## config.mk

```make
export PLATFORM = sky130hd
export DESIGN_NAME = spi_buf_master
export DESIGN_NICKNAME = d
export VERILOG_FILES = /design/src/rtl/spi_buf_master.sv
export SDC_FILE = /design/constraint.sdc
export NUM_CORES = 1
export LEC_CHECK = 0
export ABC_AREA = 1
export ABC_CLOCK_PERIOD_IN_PS = 1900
export CAP_MARGIN = 20
export CORE_MARGIN = 1.5
export CORE_UTILIZATION = 55
export CTS_CLUSTER_DIAMETER = 60
export DETAILED_ROUTE_END_ITERATION = 16
export PLACE_DENSITY = 0.73
export SLEW_MARGIN = 20
export SYNTH_ARGS = -nofsm -noshare
export SYNTH_HDL_FRONTEND = slang
export SYNTH_SLANG_ARGS = --single-unit
```

## constraint.sdc

```tcl
create_clock -name clk_in -period 1.9 [get_ports clk_in]
set_input_delay 0.285 -clock clk_in [delete_from_list [all_inputs] [get_ports clk_in]]
set_output_delay 0.285 -clock clk_in [all_outputs]
set_load 0.01 [all_outputs]
```

## src/rtl/spi_buf_master.sv

```systemverilog
// Buffered SPI master (mode 0, MSB first): software fills a TX buffer, starts a burst with a
// control write, and reads back received bytes and status over a registered 16-bit bus.
module spi_buf_master #(
  parameter int ADDR_W        = 4,
  parameter int CLKS_PER_HALF = 2
) (
  input  logic              clk_in,
  input  logic              rst,
  input  logic              wr,
  input  logic              sel,
  input  logic [ADDR_W-1:0] addr,
  input  logic [7:0]        wdata,
  output logic [15:0]       rdata,
  output logic              o_busy,
  output logic              o_SPI_Clk,
  output logic              o_SPI_MOSI,
  input  logic              i_SPI_MISO
);
  localparam int DEPTH = 1 << ADDR_W;
  localparam int DIV_W = (CLKS_PER_HALF > 1) ? $clog2(CLKS_PER_HALF) : 1;
  localparam logic [DIV_W-1:0]  HALF_M1  = DIV_W'(CLKS_PER_HALF - 1);
  localparam logic [DIV_W-1:0]  DIV_ONE  = DIV_W'(1);
  localparam logic [ADDR_W-1:0] IDX_ONE  = ADDR_W'(1);
  localparam logic [ADDR_W:0]   CNT_ONE  = (ADDR_W + 1)'(1);

  typedef enum logic [2:0] {S_IDLE, S_LOAD, S_SHIFT, S_STORE, S_DONE} state_t;

  state_t            state_q, state_d;
  logic [ADDR_W-1:0] idx_q, idx_d, n_last_q, n_last_d;
  logic [ADDR_W:0]   rx_cnt_q, rx_cnt_d;
  logic [DIV_W-1:0]  div_q, div_d;
  logic [2:0]        bit_cnt_q, bit_cnt_d;
  logic [7:0]        tx_sh_q, tx_sh_d, rx_sh_q, rx_sh_d;
  logic              sclk_q, sclk_d, mosi_q, mosi_d, busy_q, busy_d;
  logic [15:0]       rdata_q, rdata_d;
  logic              tx_we, rx_we;
  logic              unused_wdata;

  logic [7:0] tx_buf [DEPTH];
  logic [7:0] rx_buf [DEPTH];

  assign unused_wdata = ^wdata;

  always_comb begin
    state_d   = state_q;
    idx_d     = idx_q;
    n_last_d  = n_last_q;
    rx_cnt_d  = rx_cnt_q;
    div_d     = div_q;
    bit_cnt_d = bit_cnt_q;
    tx_sh_d   = tx_sh_q;
    rx_sh_d   = rx_sh_q;
    sclk_d    = sclk_q;
    mosi_d    = mosi_q;
    busy_d    = busy_q;
    tx_we     = 1'b0;
    rx_we     = 1'b0;
    unique case (state_q)
      S_IDLE: begin
        // Writes are only honoured here; the busy phases ignore the bus entirely.
        if (wr && !busy_q) begin
          if (sel) begin
            tx_we = 1'b1;
          end else begin
            n_last_d = wdata[ADDR_W-1:0];
            if (wdata[7]) begin
              rx_cnt_d = '0;
              idx_d    = '0;
              busy_d   = 1'b1;
              state_d  = S_LOAD;
            end
          end
        end
      end
      S_LOAD: begin
        tx_sh_d   = tx_buf[idx_q];
        mosi_d    = tx_buf[idx_q][7];
        bit_cnt_d = 3'd7;
        div_d     = '0;
        sclk_d    = 1'b0;
        state_d   = S_SHIFT;
      end
      S_SHIFT: begin
        if (div_q == HALF_M1) begin
          div_d  = '0;
          sclk_d = !sclk_q;
          if (!sclk_q) begin
            rx_sh_d = {rx_sh_q[6:0], i_SPI_MISO};
          end else begin
            tx_sh_d   = {tx_sh_q[6:0], 1'b0};
            mosi_d    = tx_sh_q[6];
            bit_cnt_d = bit_cnt_q - 3'd1;
            if (bit_cnt_q == 3'd0) state_d = S_STORE;
          end
        end else begin
          div_d = div_q + DIV_ONE;
        end
      end
      S_STORE: begin
        rx_we    = 1'b1;
        rx_cnt_d = rx_cnt_q + CNT_ONE;
        if (idx_q == n_last_q) begin
          state_d = S_DONE;
        end else begin
          idx_d   = idx_q + IDX_ONE;
          state_d = S_LOAD;
        end
      end
      S_DONE: begin
        mosi_d  = 1'b0;
        busy_d  = 1'b0;
        state_d = S_IDLE;
      end
      default: state_d = S_IDLE;
    endcase
    rdata_d = sel ? {tx_buf[addr], rx_buf[addr]} : {busy_q, 7'b0, 8'(rx_cnt_q)};
  end

  always_ff @(posedge clk_in) begin
    if (rst) begin
      state_q   <= S_IDLE;
      idx_q     <= '0;
      n_last_q  <= '0;
      rx_cnt_q  <= '0;
      div_q     <= '0;
      bit_cnt_q <= '0;
      tx_sh_q   <= '0;
      rx_sh_q   <= '0;
      sclk_q    <= 1'b0;
      mosi_q    <= 1'b0;
      busy_q    <= 1'b0;
      rdata_q   <= '0;
    end else begin
      state_q   <= state_d;
      idx_q     <= idx_d;
      n_last_q  <= n_last_d;
      rx_cnt_q  <= rx_cnt_d;
      div_q     <= div_d;
      bit_cnt_q <= bit_cnt_d;
      tx_sh_q   <= tx_sh_d;
      rx_sh_q   <= rx_sh_d;
      sclk_q    <= sclk_d;
      mosi_q    <= mosi_d;
      busy_q    <= busy_d;
      rdata_q   <= rdata_d;
    end
  end

  // Buffers keep their contents across reset; reset only blocks writes in the same cycle.
  always_ff @(posedge clk_in) begin
    if (tx_we && !rst) tx_buf[addr] <= wdata;
    if (rx_we && !rst) rx_buf[idx_q] <= rx_sh_q;
  end

  assign rdata      = rdata_q;
  assign o_busy     = busy_q;
  assign o_SPI_Clk  = sclk_q;
  assign o_SPI_MOSI = mosi_q;
endmodule

```

==> results list <==
- The flow ran to the end, and the final reports show no timing, DRC or antenna violations.
* Wire length after detailed routing: 34460 um
* Final-layout worst hold slack: about 0.40 ns
- Area enclosed by the die boundary: around 25000 um^2
- The final number of max-transition violations came to 0.
- Die span in x: approximately 160 um
- TritonCTS clock tree: yes
* Register bit total from synthesis: 314
- For met1 alone, demand over resource in global routing was a little over a third.
* Post-layout util: approximately 67%
- Clock skew after layout: 0.02240 ns
* Biggest area consumer among synthesized cells: edfxtp_1
- In this run, CTS created clock tree buffers numbering 34.
* Number of vias after detailed routing: between 9000 and 10000
* Initial DRT Pass Iterations: 6
- Maximum clock insertion buffer count: 3
- In the global route stage, overall resource usage came out at between 20% and 30%.
* Actual slew at the worst max-slew pin: between 0.7 and 0.8 ns
* Crit path top cell by count: nor2_1
- Number of antenna cells inserted: 0
- Data arrives at the worst endpoint at between 2 and 2.5 ns.
- Clock-pin slew on the worst setup and hold paths: ~0.06 ns
* Met3 Resource Use GR: 3.344%
* Number of nets produced by synthesis: ~1300
- CTS built an H-tree with a depth of 2.
- For this block, the initial DRC count from the detailed router was approximately 1200.
- The die is between 150 and 200 um tall.
* Routability-driven placement congestion ratio: about 0.86
- P_leak: ~6.0 nW
- Entering global routing, the biggest net connects 48 pins.
* Setup TNS Final: 0 ns
- Worst Setup End Kind: register
* Maximum vdd ir drop: between 0.0007 and 0.0008 V
- For this design, the slowest cell found on the critical path is dfxtp_2.
- PortBufs: 35
- Dividing the detail-routed wire length by the instance count gives between 20 and 25 um.
- Overall overflow remaining after global route: 0
- Yosys top cell area share: between 50% and 60%
- The number of hold violations in the final report is 0.
- Data on the critical path is required at its endpoint by between 2 and 2.5 ns.
* Slew margin rel.: a little over half
* Layout cells sized above 1: around 13%
* Synthesized cell area: roughly 13000 um^2
- Traced cell by cell, the critical path runs through nor2_1 -> nand2_1 -> inv_1 -> nand2_2 -> nor2_1 -> buf_4 -> nand2_1 -> nor2_1 -> buf_6.
- On the worst path, the slowest cell contributes a delay of ~0.35 ns.
- Antenna Nets Post-Route: 0
* Clk_lat worst skew: about 0.52 ns
* Warnings from Yosys: 0
- The initial antenna violation count is 0.
- Vias in the first global route: between 9000 and 10000
- The clock net in this run drives a total of about 310 sinks.
- In the routed layout, each cell is associated on average with a via count of approximately 5.8.
* Ports placed on the boundary: 36
- Top achievable clock speed: 548.3 MHz
- Global routing used 47.97% of the available met2 tracks.
- The tightest min-delay check is of the input pin to register type.
* Count of buffering cells on the critical path with inverters included: 3
* Starting density of the core: between 50% and 60%
- Endpoints failing setup: 0
- Biggest area contributors in the synthesized netlist: edfxtp_1 58%, dfxtp_1 8.7%, nand2_1 8.2%, a22oi_1 6.1%, nor2_1 6.0%
* Standard-cell row count: 56
* Final min period: 1.824 ns
* Grt peak-use layer: met2
- # hold bufs at CTS: 0
* Part of the Yosys area used for sequential elements: roughly 66%
* Root buf cell: clkbuf_16
- Max-cap violations in this run came to 0.
* P per Cell Area: approximately 1000 nW/um^2
- Total of fill cells in the finished design: ~1800
- Critical path class: register to register
- Final Net Count: about 1400
* Final cycle utilization of the critical path: approximately 96%
- Sequential cell area: 8852 um^2
* Gate count of the mapped netlist: 1269
* Area taken by multi-input logic gates: 3995 um^2
- Final HPWL DP: between 20000 and 25000 um
- After detailed routing, the number of remaining DRC violations is 0.
* Area growth syn-to-layout: 19.02%
- Crit-path leading delay family: simple AND/OR/NAND/NOR gates
- The design draws between 15 and 20 mW.
* Post-synthesis area per instance: between 10 and 15 um^2
* Maximum net fanout on the critical path: 8
* Wire length of the first global-routing pass: 53570 um
- Synth cell types: 35
* Area of the placeable core: between 20000 and 25000 um^2
* Kind of start point of the critical path: register
-- worst reg2reg max path, cell delays in order (launching register included) --
cell and delay [ns]:
dfxtp_2 0.35, nor2_1 0.13, nand2_1 0.11, inv_1 0.08, nand2_2 0.08, nor2_1 0.10
buf_4 0.16, nand2_1 0.12, nor2_1 0.19, buf_6 0.20
-- cell families (layout without fill, tap and decap cells) --
family,count (synthesis),after routing,synth area share (%)
buf+inv,131,260,4.176
compound gates,211,211,10.32
fa+ha+maj,7,7,0.6553
flops,314,314,66.21
simple gates,598,598,18.12
xor+xnor,8,8,0.5243
-- stage by stage --
| stage | setup slack (ns) | instances | instance area (um^2) |
|---|---|---|---|
| finish | 0.07619 | 1717 | 15910 |
| global route | -0.01925 | 1717 | 15910 |
| CTS | 0.02191 | 1717 | 15870 |
| detailed placement | -0.1992 | 1655 | 14720 |
| global placement | -0.1904 | 1655 | 14720 |
| floorplan | 0.1246 | 1269 | 13360 |
-- area by class of cell --
| cell class | instances | share of cell area, % |
|---|---|---|
| Inverter | 67 | 1.621 |
| Clock inverter | 11 | 1.007 |
| Sequential cell | 314 | 55.66 |
| Tap cell | 319 | 2.509 |
| Clock buffer | 51 | 6.215 |
| Timing Repair Buffer | 131 | 7.874 |
| Multi-Input combinational cell | 824 | 25.12 |
-- routing by layer --
| metal | part of all wire, % | vias up |
|---|---|---|
| li1 | - | 4621 |
| met1 | 39 | 4778 |
| met2 | 50 | 488 |
| met3 | 7.1 | 75 |
| met4 | 3.8 | 0 |
| met5 | 0 | - |
-- flip-flops by register name, summed over array words and instances (netlist names), 4 cells and up, named ones only --
| name | flops |
|---|---|
| rx_buf | 128 |
| tx_buf | 128 |
| rdata | 16 |
| rx_sh_q | 8 |
| tx_sh_q | 7 |
| rx_cnt_q | 5 |
| idx_q | 4 |
| n_last_q | 4 |
-- power by group --
part / switching [mW] / internal [mW]
clock network: 2.61 / 4.16
logic: 1.01 / 0.570
registers: 0.0737 / 7.49
-- cells in the final DEF (no fill, tap or decap), types with 20 or more instances in the layout --
cell type          n
nor2_1           206
o21ai_0           65
buf_4             78
clkbuf_16         37
a22oi_1          108
a21oi_1           20
dfxtp_1           55
nand2_1          292
clkdlybuf4s50_1   35
inv_1             57
nand3_1           67
edfxtp_1         256
-- worst paths after layout --
kind                              to  slack (ns)  cells past startpoint                     from
max          tx_buf[15][5]$_DFFE_PP_        0.08                      9  state_q[0]$_SDFFE_PP0P_
min          rx_sh_q[0]$_SDFFE_PP0P_        0.40                      3               i_SPI_MISO
max reg2reg  tx_buf[15][5]$_DFFE_PP_        0.08                      9  state_q[0]$_SDFFE_PP0P_
min reg2reg  tx_sh_q[3]$_SDFFE_PP0P_        0.46                      2  tx_sh_q[3]$_SDFFE_PP0P_
-- cell usage after synthesis, drive strengths merged --
cell	instances
or2	2
edfxtp	256
o21ai	68
a31o	1
dfxtp	58
nand2	297
nand4	12
clkbuf	21
a21oi	22
nor2	217
nor3	2
o22ai	3
nor3b	1
nand3	67
a21boi	1
inv	66
a22oi	108
clkinv	1
ha	7
buf	43
o211ai	8
xor2	8
-- what timing repair did --
action / 4_1_cts / 5_1_grt
hold endpoints to repair: 0 / 0
setup endpoints to repair: 0 / 231
gates resized for setup: 0 / 15
buffers inserted: 0 / 0
Power figures use the tool's default switching activity.
